**config.mk**
```make
export PLATFORM = sky130hd
export DESIGN_NAME = regfile_write_arbiter
export DESIGN_NICKNAME = d
export VERILOG_FILES = /design/src/rtl/regfile_write_arbiter.sv
export SDC_FILE = /design/constraint.sdc
export NUM_CORES = 1
export LEC_CHECK = 0
export BUFFER_PORTS_ARGS = -buffer_cell sky130_fd_sc_hd__buf_2
export CORE_ASPECT_RATIO = 0.5
export CORE_UTILIZATION = 46
export DETAILED_ROUTE_END_ITERATION = 6
export PLACE_DENSITY_LB_ADDON = 0.08
export SYNTH_ARGS = -nofsm -noshare
export SYNTH_HDL_FRONTEND = slang
export SYNTH_SLANG_ARGS = --single-unit
```
**constraint.sdc**
```tcl
create_clock -name clk -period 2.35 [get_ports clk]
set_input_delay 0.235 -clock clk [delete_from_list [all_inputs] [get_ports clk]]
set_output_delay 0.235 -clock clk [all_outputs]
set_load 0.05 [all_outputs]
```
**src/rtl/regfile_write_arbiter.sv**
```systemverilog
// Round-robin arbiter sharing the register bank's single write port among NUM_REQ requesters.
// Emits one registered write per cycle and a one-hot per-register enable vector.
module regfile_write_arbiter #(
  parameter int unsigned NUM_REQ     = 4,
  parameter int unsigned ADDR_WIDTH  = 5,
  parameter int unsigned DATA_WIDTH  = 32,
  parameter int unsigned ZERO_REG_RO = 1
) (
  input  logic                            clk,
  input  logic                            rst,
  input  logic [NUM_REQ-1:0]              req,
  input  logic [NUM_REQ*ADDR_WIDTH-1:0]   req_addr,
  input  logic [NUM_REQ*DATA_WIDTH-1:0]   req_data,
  input  logic                            hold,
  output logic [NUM_REQ-1:0]              grant,
  output logic                            wr_valid,
  output logic [ADDR_WIDTH-1:0]           wr_addr,
  output logic [DATA_WIDTH-1:0]           wr_data,
  output logic [(1<<ADDR_WIDTH)-1:0]      reg_enable,
  output logic                            busy
);

  localparam int unsigned PTR_W = (NUM_REQ > 1) ? $clog2(NUM_REQ) : 1;
  localparam int unsigned DEPTH = 1 << ADDR_WIDTH;

  logic [ADDR_WIDTH-1:0] addr_arr [NUM_REQ];
  logic [DATA_WIDTH-1:0] data_arr [NUM_REQ];

  logic [NUM_REQ-1:0]    elig;
  logic [PTR_W-1:0]      ptr;
  logic [PTR_W-1:0]      ptr_nxt;
  logic [PTR_W-1:0]      win;
  logic                  found;
  logic                  wr_hit;
  logic [NUM_REQ-1:0]    grant_nxt;
  logic                  wr_valid_nxt;
  logic [ADDR_WIDTH-1:0] wr_addr_nxt;
  logic [DATA_WIDTH-1:0] wr_data_nxt;
  logic [DEPTH-1:0]      reg_enable_nxt;

  // Unpack the flat request buses into per-requester views.
  always_comb begin
    for (int i = 0; i < int'(NUM_REQ); i++) begin
      addr_arr[i] = req_addr[i*ADDR_WIDTH +: ADDR_WIDTH];
      data_arr[i] = req_data[i*DATA_WIDTH +: DATA_WIDTH];
    end
  end

  // The requester granted this cycle is masked so a held request is not granted twice.
  assign elig = req & ~grant;
  assign busy = |elig;

  // Round-robin search starting at ptr, wrapping modulo NUM_REQ.
  always_comb begin
    int s;
    found = 1'b0;
    win   = '0;
    for (int k = 0; k < int'(NUM_REQ); k++) begin
      s = int'(ptr) + k;
      if (s >= int'(NUM_REQ)) s = s - int'(NUM_REQ);
      if (!found && elig[PTR_W'(s)]) begin
        found = 1'b1;
        win   = PTR_W'(s);
      end
    end
  end

  // Next-state for the write port; address/data hold when nothing is granted.
  always_comb begin
    grant_nxt      = '0;
    wr_valid_nxt   = 1'b0;
    wr_addr_nxt    = wr_addr;
    wr_data_nxt    = wr_data;
    ptr_nxt        = ptr;
    reg_enable_nxt = '0;
    wr_hit         = found && !hold;
    if (wr_hit) begin
      grant_nxt[win] = 1'b1;
      wr_addr_nxt    = addr_arr[win];
      wr_data_nxt    = data_arr[win];
      wr_valid_nxt   = !((ZERO_REG_RO != 0) && (addr_arr[win] == '0));
      if (int'(win) + 1 >= int'(NUM_REQ)) ptr_nxt = '0;
      else                                ptr_nxt = win + PTR_W'(1);
    end
    if (wr_valid_nxt) reg_enable_nxt[wr_addr_nxt] = 1'b1;
  end

  always_ff @(posedge clk or negedge rst) begin
    if (!rst) begin
      grant      <= '0;
      wr_valid   <= 1'b0;
      wr_addr    <= '0;
      wr_data    <= '0;
      reg_enable <= '0;
      ptr        <= '0;
    end else begin
      grant      <= grant_nxt;
      wr_valid   <= wr_valid_nxt;
      wr_addr    <= wr_addr_nxt;
      wr_data    <= wr_data_nxt;
      reg_enable <= reg_enable_nxt;
      ptr        <= ptr_nxt;
    end
  end

endmodule

```
# ---- Word level (Yosys, flattened, before mapping)
# Index checks and enable logic that the tools add are counted.
# Widths: inputs -> output; s select.
dict set report word_totals {
  mem_bits_ro 0
  latchBits 0
  ff_bits 76
  ramBits 0
  n_memories 0
  in_bits 155
}
dict set report classes {
  div_mod_pow 0
  eq_ne 0
  order_cmp 14
  n_reduce_logical 13
  n_mul 0
  addsub 9
  n_mux 39
  bitwise_logic 3
  shifts 0
}
# operator count
set op_table {}
lappend op_table {{$mux 32} 3}
lappend op_table {{$bmux 32 s2} 1}
lappend op_table {{$mux 2} 9}
lappend op_table {{$lt 2x4->1 const B} 4}
lappend op_table {{$ge 3x3->1 const B} 5}
lappend op_table {{$mux 1} 15}
lappend op_table {{$mux 5} 3}
lappend op_table {{$bmux 5 s2} 1}
lappend op_table {{$bmux 1 s2} 4}
lappend op_table {{$sub 2x1->2 const B} 4}
lappend op_table {{$add 2x1->3 const B} 2}
lappend op_table {{$add 2x2->3 const B} 2}
lappend op_table {{$logic_and 1x1->1} 6}
lappend op_table {{$lt 5x6->1 const B} 1}
lappend op_table {{$demux 1 s5} 1}
lappend op_table {{$ge 5x1->1 const B} 1}
lappend op_table {{$logic_not 1->1} 5}
lappend op_table {{$logic_not 5->1} 1}
lappend op_table {{$and 4x4->4} 1}
lappend op_table {{$mux 4} 1}
lappend op_table {{$not 4->4} 1}
lappend op_table {{$reduce_or 4->1} 1}
lappend op_table {{$ge 2x3->1 const B} 1}
lappend op_table {{$lt 2x3->1 const B} 1}
lappend op_table {{4 further kinds} 4}

# ---- Logic depth before layout (Yosys ltp)
# Gate-level depths: netlist of run 1.
dict set report logic_depth {
  ltp_word 25
  mapped_depth 11
  ltp_nobuf 8
}

# ---- Worst setup path after synthesis of run 1
# OpenSTA, ideal clock, no wires.
dict set report synth_path {
  path_kind {flip-flop to flip-flop}
  from {register grant[0]}
  to {register reg_enable[18]}
  path_buffers 2
  setup_slack_ns -0.543
  path_stages_with_launch 9
  t_arrival_ns 2.764
  path_cell_list {dfrtp_1 > o2111ai_1 > nor2b_1 > clkbuf_1 > nand2_1 > o221a_2 > inv_2 > buf_2 > nor3_1}
}
dict set report synth_via {
  elab_chain_len 25
}
# item line_no
set synth_rtl {}
lappend synth_rtl {{from (decl)} 15} ;# output logic [NUM_REQ-1:0] grant,
lappend synth_rtl {{from (signal assigned)} 97} ;# grant <= grant_nxt;
lappend synth_rtl {{$not 4->4 *} 50} ;# assign elig = req & ~grant;
lappend synth_rtl {{$and 4x4->4 *} 50}
lappend synth_rtl {{$bmux 1 s2} 61} ;# if (!found && elig[PTR_W'(s)]) begin
lappend synth_rtl {{$mux 1 (implied by the code) (2 in a row)} 61}
lappend synth_rtl {{$mux 1} 61}
lappend synth_rtl {{$logic_not 1->1} 61}
lappend synth_rtl {{$logic_and 1x1->1} 61}
lappend synth_rtl {{$mux 1} 61}
lappend synth_rtl {{(+10 left out)} n/a}
lappend synth_rtl {{$mux 5 *} 77} ;# if (wr_hit) begin
lappend synth_rtl {{named net wr_addr_nxt[3]} 37} ;# logic [ADDR_WIDTH-1:0] wr_addr_nxt;
lappend synth_rtl {{$lt 5x6->1 (implied by the code) / $ge 5x1->1 (equally long branches)} 85} ;# if (wr_valid_nxt) reg_enable_nxt[wr_addr_nxt] = 1'b1;
lappend synth_rtl {{$logic_and 1x1->1 (implied by the code)} 85}
lappend synth_rtl {{$mux 1 (implied by the code)} 85}
lappend synth_rtl {{$demux 1 s5 *} 85}
lappend synth_rtl {{$mux 32 *} 85}
lappend synth_rtl {{named net reg_enable_nxt[18]} 39} ;# logic [DEPTH-1:0] reg_enable_nxt;
lappend synth_rtl {{to (signal assigned)} 101} ;# reg_enable <= reg_enable_nxt;
lappend synth_rtl {{to (decl)} 19} ;# output logic [(1<<ADDR_WIDTH)-1:0] reg_enable,
# The timed path passes the listed nets; every way through them passes the cells marked *. The select of a mux whose other input is x is not followed.
# A chain may end at the register's enable or synchronous reset.

# ---- Worst setup path after layout of run 1
dict set report layout_path {
  from {register ptr[1]}
  to {register reg_enable[22]}
}
dict set report layout_via {
  elab_chain_len 25
}
# item line_no
set layout_rtl {}
lappend layout_rtl {{from (decl)} 30} ;# logic [PTR_W-1:0] ptr;
lappend layout_rtl {{from (signal assigned)} 102} ;# ptr <= ptr_nxt;
lappend layout_rtl {{parallel branches: the longest is 24 deep, another holds $add 2x1->3} n/a}
lappend layout_rtl {{$mux 32 *} 85}
lappend layout_rtl {{named net reg_enable_nxt[22]} 39}
# Mark *: on every way through the listed nets, which the timed path passes. The select of a mux whose other input is x is not followed.

==> flow_summary.yaml, run 1 <==
layout:
  final_common_cell: "buf_2"
  mostFrequentLayoutCells: "buf_2 (228), nand2_1 (78), dfrtp_1 (71)"
  fin_nets: 835
  syn2layout_area_growth_pct: 42.5
  n_antenna_cell: 0
  fillers: 738
  layout-drive-gt1-share: 0.442
  stdcell_count: 798
clock_network:
  clockRootBuffer: "clkbuf_16"
  cts_buffers: 9
  cts_tree: "yes"
  h-tree-depth: 3
  clkTransAtPathRegs_ns: 0.06
  cts.sinks: 76
  clk_latency_ns: 0.33
  clock_path_buffers: 2
die:
  initial_utilization: 0.484
  die_h_um: 70.4
  rows: 24
  coreArea_sq_um: 8890
  die_w_um: 139
  die_area_sq_um: 9770
  io_pins: 230
sta:
  whs_ns: 0.301
  report.final.slew_viol_count: 0
  finalClockSkew_ns: 0.00659
  period_share: 0.968
  timing.final.ws_setup_ns: 0.0754
  hold_viol_final: 0
  rsz0062_at_grt: "yes"
  worst_slew_pin_slew_ns: 0.512
  max_freq_mhz: 440
  layout_min_cycle_time_ns: 2.27
  relSlewSlack: 0.656
  setup_viol: 0
grt:
  grt_overflow: 0
  grt_pass1_wl_um: 20900
  grt_pass1_vias: 4219
  antenna_found_initial: 0
  track_usage: 0.273
  grt_max_degree: 72
route:
  wl_per_cell_um: 16.3
  post-route-drc-count: 8
  viasPerCell: 5.58
  drt-total-wl_um: 13000
  drt_iter0_markers: 372
  vias: 4454
  ant_nets: 0
  dr.pass1.iters: 7
yosys:
  syn_inst: 456
  synth_ff_type: "dfrtp_1"
  async_flop_share: 1.00
  ys_types: 51
  synth_edf_count: 0
  ys_warn_count: 0
  ys_seq_area_frac: 0.442
  syn-cell-area_sq_um: 4300
  yosys.area.top_type: "dfrtp_1"
  synth_area_leaders: "dfrtp_1 (44%), nand2_1 (6.8%), a311oi_1 (6.7%)"
  postSynthAreaPerCell_sq_um: 9.44
  synth_top_area_frac: 0.442
  syn_nets: 615
  ys_seq_elements: 76
critical_path:
  required_ns: 2.58
  worstSetupPathType: "flop to flop"
  cp_cell_sequence: "nor4b_4 > a21oi_4 > buf_4 > a21boi_0 > nor3_1 > a211o_1 > buf_12 > nor3_1"
  critPathMostFrequentCell: "nor3_1"
  startpoint_type: "flop"
  reg2regPathDepth: 8
  worstReg2RegStart: "ptr[1]"
  crit_buf_inv: 2
  cpMaxStageDelayCell: "dfrtp_2"
  end_kind: "flop"
  path_delay_family: "compound AO/OA/AOI/OAI gates"
  r2r_slack_ns: 0.08
  max_stage_delay_ns: 0.46
  crit_fanout: 17
  worst_r2r_endpoint: "reg_enable[22]"
  worst_ep_arrival_time_ns: 2.50
hold_path:
  hp-start: "hold"
  min_path_cells: 4
  min_to: "ptr[0]"
  hold_path.class: "primary input to flop"
power_and_ir_drop:
  pwr_density_cell_nw_per_um2: 1440
  vdd_ir_drop_max_uv: 511
  leakage_nw: 3.26
  finalPower_mw: 8.85
flow_run:
  max-cap-violations: 0
place:
  gp_congestion: 0.906
  place_ws_ns: -0.0254
  io_buffers: 229
  dp_cells: 777
  dp_hpwl_um: 9500
status:
  violations: "DRC"
  outcome: "complete, but fails checks"
[registers in the layout, indices dropped and copies added (netlist names)]
name and cells:
ptr 2, wr_data 32, wr_addr 5, reg_enable 32, wr_valid 1, grant 4
[layer usage]
metal | routed length [um] | up-vias | share of wire | GRT usage
li1 | - | 2151 | - | -
met1 | 5650 | 2103 | 0.43 | 0.353
met2 | 6280 | 181 | 0.48 | 0.449
met3 | 910 | 19 | 0.070 | 0.0720
met4 | 193 | 0 | 0.015 | 0.0840
met5 | 0 | - | 0 | 0
[logic make-up (layout without fill, tap and decap cells)]
| family | after synthesis | count (layout) | share of synthesized area |
|---|---|---|---|
| DFF | 76 | 76 | 0.442 |
| buffers and inverters | 58 | 283 | 0.0689 |
| other | 1 | 1 | 0.000872 |
| adders and majority gates | 4 | 4 | 0.0116 |
| AOI/OAI and AO/OA | 140 | 140 | 0.263 |
| muxes | 3 | 3 | 0.00698 |
| and+or+nand+nor | 174 | 174 | 0.207 |
[worst min-delay path: cells and delay by family]
family / cells / cell delay (ns)
simple gates: 2 / 0.18
buf+inv: 1 / 0.09
compound gates: 1 / 0.08
[power breakdown]
part           internal (mW)  switching, mW  total (mW)
clock                  0.946          0.557        1.50
combinational           1.72           3.66        5.38
sequential              1.75          0.222        1.97
[worst max path at each step]
| stage | depth (start not counted) | slack [ns] | end | from |
|---|---|---|---|---|
| 2_1_floorplan | 11 | 0.04 | wr_data[24] | grant[2] |
| 3_3_place_gp | 7 | 0.09 | reg_enable[18] | grant[0] |
| 3_5_place_dp | 7 | -0.03 | reg_enable[19] | grant[0] |
| 4_1_cts | 7 | 0.008 | reg_enable[26] | grant[0] |
| 5_1_grt | 9 | -0.01 | reg_enable[23] | grant[2] |
| 6_report | 8 | 0.08 | reg_enable[22] | ptr[1] |
[metrics by stage]
| stage | util | TNS, ns | cell area [sq um] |
|---|---|---|---|
| global route | 0.690 | -0.0338 | 6130 |
| CTS | 0.676 | 0 | 6000 |
| detailed placement | 0.637 | -0.0320 | 5670 |
| floorplan | - | 0 | 4330 |
| global placement | 0.637 | 0 | 5670 |
| finish | 0.690 | 0 | 6130 |
[area by class of cell]
class                           count  area [sq um]  area share
Clock buffer                        9           225      0.0367
Clock inverter                      7           104      0.0169
Inverter                           11          48.8     0.00796
Multi-Input combinational cell    322          2210       0.361
Sequential cell                    76          1910       0.311
Tap cell                          117           146      0.0239
Timing Repair Buffer              256          1490       0.242
[Yosys cell counts (3+ instances only)]
library cell / number
nor2_1: 3
a211oi_1: 34
nand2b_1: 4
nand4b_1: 7
inv_1: 8
and2_1: 5
buf_1: 3
nor3_1: 29
and3_1: 35
ha_1: 4
o211ai_1: 6
mux2i_1: 3
clkbuf_1: 25
o21ai_0: 4
o311ai_0: 3
nand2_1: 78
a21o_1: 34
o311ai_1: 4
a311oi_1: 33
dfrtp_1: 76
buf_6: 8
buf_2: 10
a21oi_1: 3
[what timing repair did]
| action | 4_1_cts | 5_1_grt |
|---|---|---|
| endpoints found under the hold margin | 32 | 0 |
| hold buffers | 1 | 0 |
| setup endpoints to repair | 6 | 31 |
| setup buffers | 0 | 3 |
| gates cloned | 0 | 1 |
| pin swaps | 0 | 4 |
| resized for setup | 3 | 22 |
No activity file was read; power rests on OpenSTA's default activity.
==> run 2: changes to the inputs <==
==> constraint.sdc (replaced) <==
create_clock -name clk -period 2.35 [get_ports clk]
set_input_delay 0.5875 -clock clk [delete_from_list [all_inputs] [get_ports clk]]
set_output_delay 0.5875 -clock clk [all_outputs]
set_load 0.05 [all_outputs]
==> run 2 against run 1 <==
The run still ends with DRC left; non-clock buffer count grew 27; clock skew grew 0.0021 ns; power grew 4.2%; first-iteration DRC count shrank 16%; final area grew 3.8%; sequential share of layout area shrank 1.1 points; via count grew 3.3%; hold slack lost 0.085 ns; critical path type unchanged.
==> flow_summary.yaml, run 2 (synthesized netlist as in run 1, its figures left out) <==
status:
  outcome: "complete, but fails checks"
  violations: "DRC"
flow_run:
  max-cap-violations: 0
clock_network:
  clk_latency_ns: 0.33
  cts.sinks: 76
  clock_path_buffers: 2
  cts_tree: "yes"
  cts_buffers: 9
  ctsHoldBuffers: 0
  clockRootBuffer: "clkbuf_16"
  clkTransAtPathRegs_ns: 0.06
  h-tree-depth: 3
grt:
  grt_overflow: 0
  top_usage_layer: "met2"
  use_met3: 0.0638
  grt_pass1_wl_um: 20800
  track_usage: 0.269
  grt_pass1_vias: 4305
  antenna_found_initial: 0
  grt_max_degree: 72
  gr-usage-met1: 0.346
  use_met2: 0.461
power_and_ir_drop:
  pwr_density_cell_nw_per_um2: 1450
  comb_power_share: 0.624
  leakage_nw: 3.38
  netSwitchingPower_mw: 4.53
  cellInternalPower_mw: 4.69
  switching_share: 0.491
  p_seq_frac: 0.213
  vdd_ir_drop_max_uv: 581
  clkPwrFrac: 0.163
route:
  ant_nets: 0
  vias: 4599
  dr.pass1.iters: 7
  viasPerCell: 5.57
  wl_per_cell_um: 15.9
  drt_iter0_markers: 311
  post-route-drc-count: 8
  drt-total-wl_um: 13100
place:
  dp_cells: 797
  io_buffers: 229
  gp_congestion: 0.911
  dp_hpwl_um: 9600
  placed_area_sq_um: 5830
sta:
  finalClockSkew_ns: 0.00870
  rsz0062_at_grt: "yes"
  worst_slew_pin_slew_ns: 0.539
  max_freq_mhz: 429
  relSlewSlack: 0.637
  layout_min_cycle_time_ns: 2.33
  hold_viol_final: 0
  report.final.slew_viol_count: 0
  period_share: 0.993
  setup_viol: 0
critical_path:
  worstSetupPathType: "flop to flop"
  startpoint_type: "flop"
  reg2regPathDepth: 8
  cp_cell_sequence: "and3b_1 > o311ai_4 > and2_4 > buf_4 > mux2i_2 > o211ai_1 > buf_4 > nor3_1"
  startpoint: "ptr[1]"
  critPathMostFrequentCell: "buf_4"
  worst_r2r_endpoint: "reg_enable[9]"
  required_ns: 2.58
  worst_ep_arrival_time_ns: 2.57
  max_stage_delay_ns: 0.43
  crit_fanout: 12
  cp-endpoint: "reg_enable[9]"
  end_kind: "flop"
  r2r_slack_ns: 0.02
  cpMaxStageDelayCell: "dfrtp_2"
  worstReg2RegStart: "ptr[1]"
layout:
  top_regs: "reg_enable x32, wr_data x32, wr_addr x5"
  n_antenna_cell: 0
  fin_nets: 862
  layout-drive-gt1-share: 0.477
  final_common_cell: "buf_2"
  mostFrequentLayoutCells: "buf_2 (229), nand2_1 (78), dfrtp_1 (71)"
  stdcell_count: 825
  syn2layout_area_growth_pct: 47.8
  fin_area_sq_um: 6360
die:
  io_pins: 230
  initial_utilization: 0.484
  coreArea_sq_um: 8890
  die_h_um: 70.4
  die_w_um: 139
  rows: 24
  die_area_sq_um: 9770
hold_path:
  hold_path.class: "primary input to async pin"
run 2: cell count changes in the layout (fill, tap and decap cells not counted), moves of 2 or more:
cell / before / now
nor3_2: 7 / 15
inv_4: 3 / 1
buf_6: 4 / 7
nor3_1: 24 / 16
buf_4: 14 / 38
run 2: area by class of cell:
class | count | area (sq um)
multi-input cells | 322 | 2240
inverters | 11 | 48.8
clock inverters | 7 | 103
clock buffers | 9 | 225
well taps | 117 | 146
flip-flops and latches | 76 | 1910
repair buffers | 283 | 1690
fillers | 682 | 2530
run 2: critical path, delay by kind of cell, from the launching register on:
family          cells  cell delay, ns
flops               1            0.43
mux                 1            0.26
compound gates      2            0.49
buf+inv             2            0.35
simple gates        3            0.70
run 2: worst min path at each step:
stage,start,end,cells after the start
floorplan,rst,grant[0],0
finish,rst,reg_enable[0],1
CTS,rst,wr_addr[3],1
global placement,wr_data[5],wr_data[5],1
global route,rst,wr_addr[3],1
detailed placement,wr_data[16],wr_data[16],1
run 2: per-stage QoR:
step                power [mW]  worst slack, ns  TNS, ns  utilization  hold slack [ns]
finish                    9.22           0.0167        0        0.716            0.216
global route              9.74          -0.0669   -0.468        0.716            0.250
CTS                       8.92           0.0163        0        0.693            0.226
detailed placement        7.38           -0.253    -7.93        0.656            0.460
global placement          7.32           -0.184    -5.49        0.656            0.456
floorplan                 5.78           0.0254        0            -            0.292
run 2: repair_timing:
action                     CTS  global route
cloned                       0             1
setup endpoints to repair    1            50
buffers inserted             0            11
pin swaps                    0            13
hold endpoints to repair     0             0
gates resized for setup      1            33
run 2: layer usage:
layer,part of all wire,vias up
met3,0.065,16
met5,0,-
li1,-,2204
met2,0.49,186
met1,0.43,2193
met4,0.0097,0
run 2: power by group through the flow:
stage / logic [mW] / registers [mW] / clock network [mW]
after floorplan: 2.32 / 3.46 / 0
after global placement: 5.35 / 1.97 / 0
after detailed placement: 5.40 / 1.98 / 0
after CTS: 5.42 / 1.97 / 1.54
after global routing: 6.14 / 2.02 / 1.59
final: 5.75 / 1.96 / 1.51
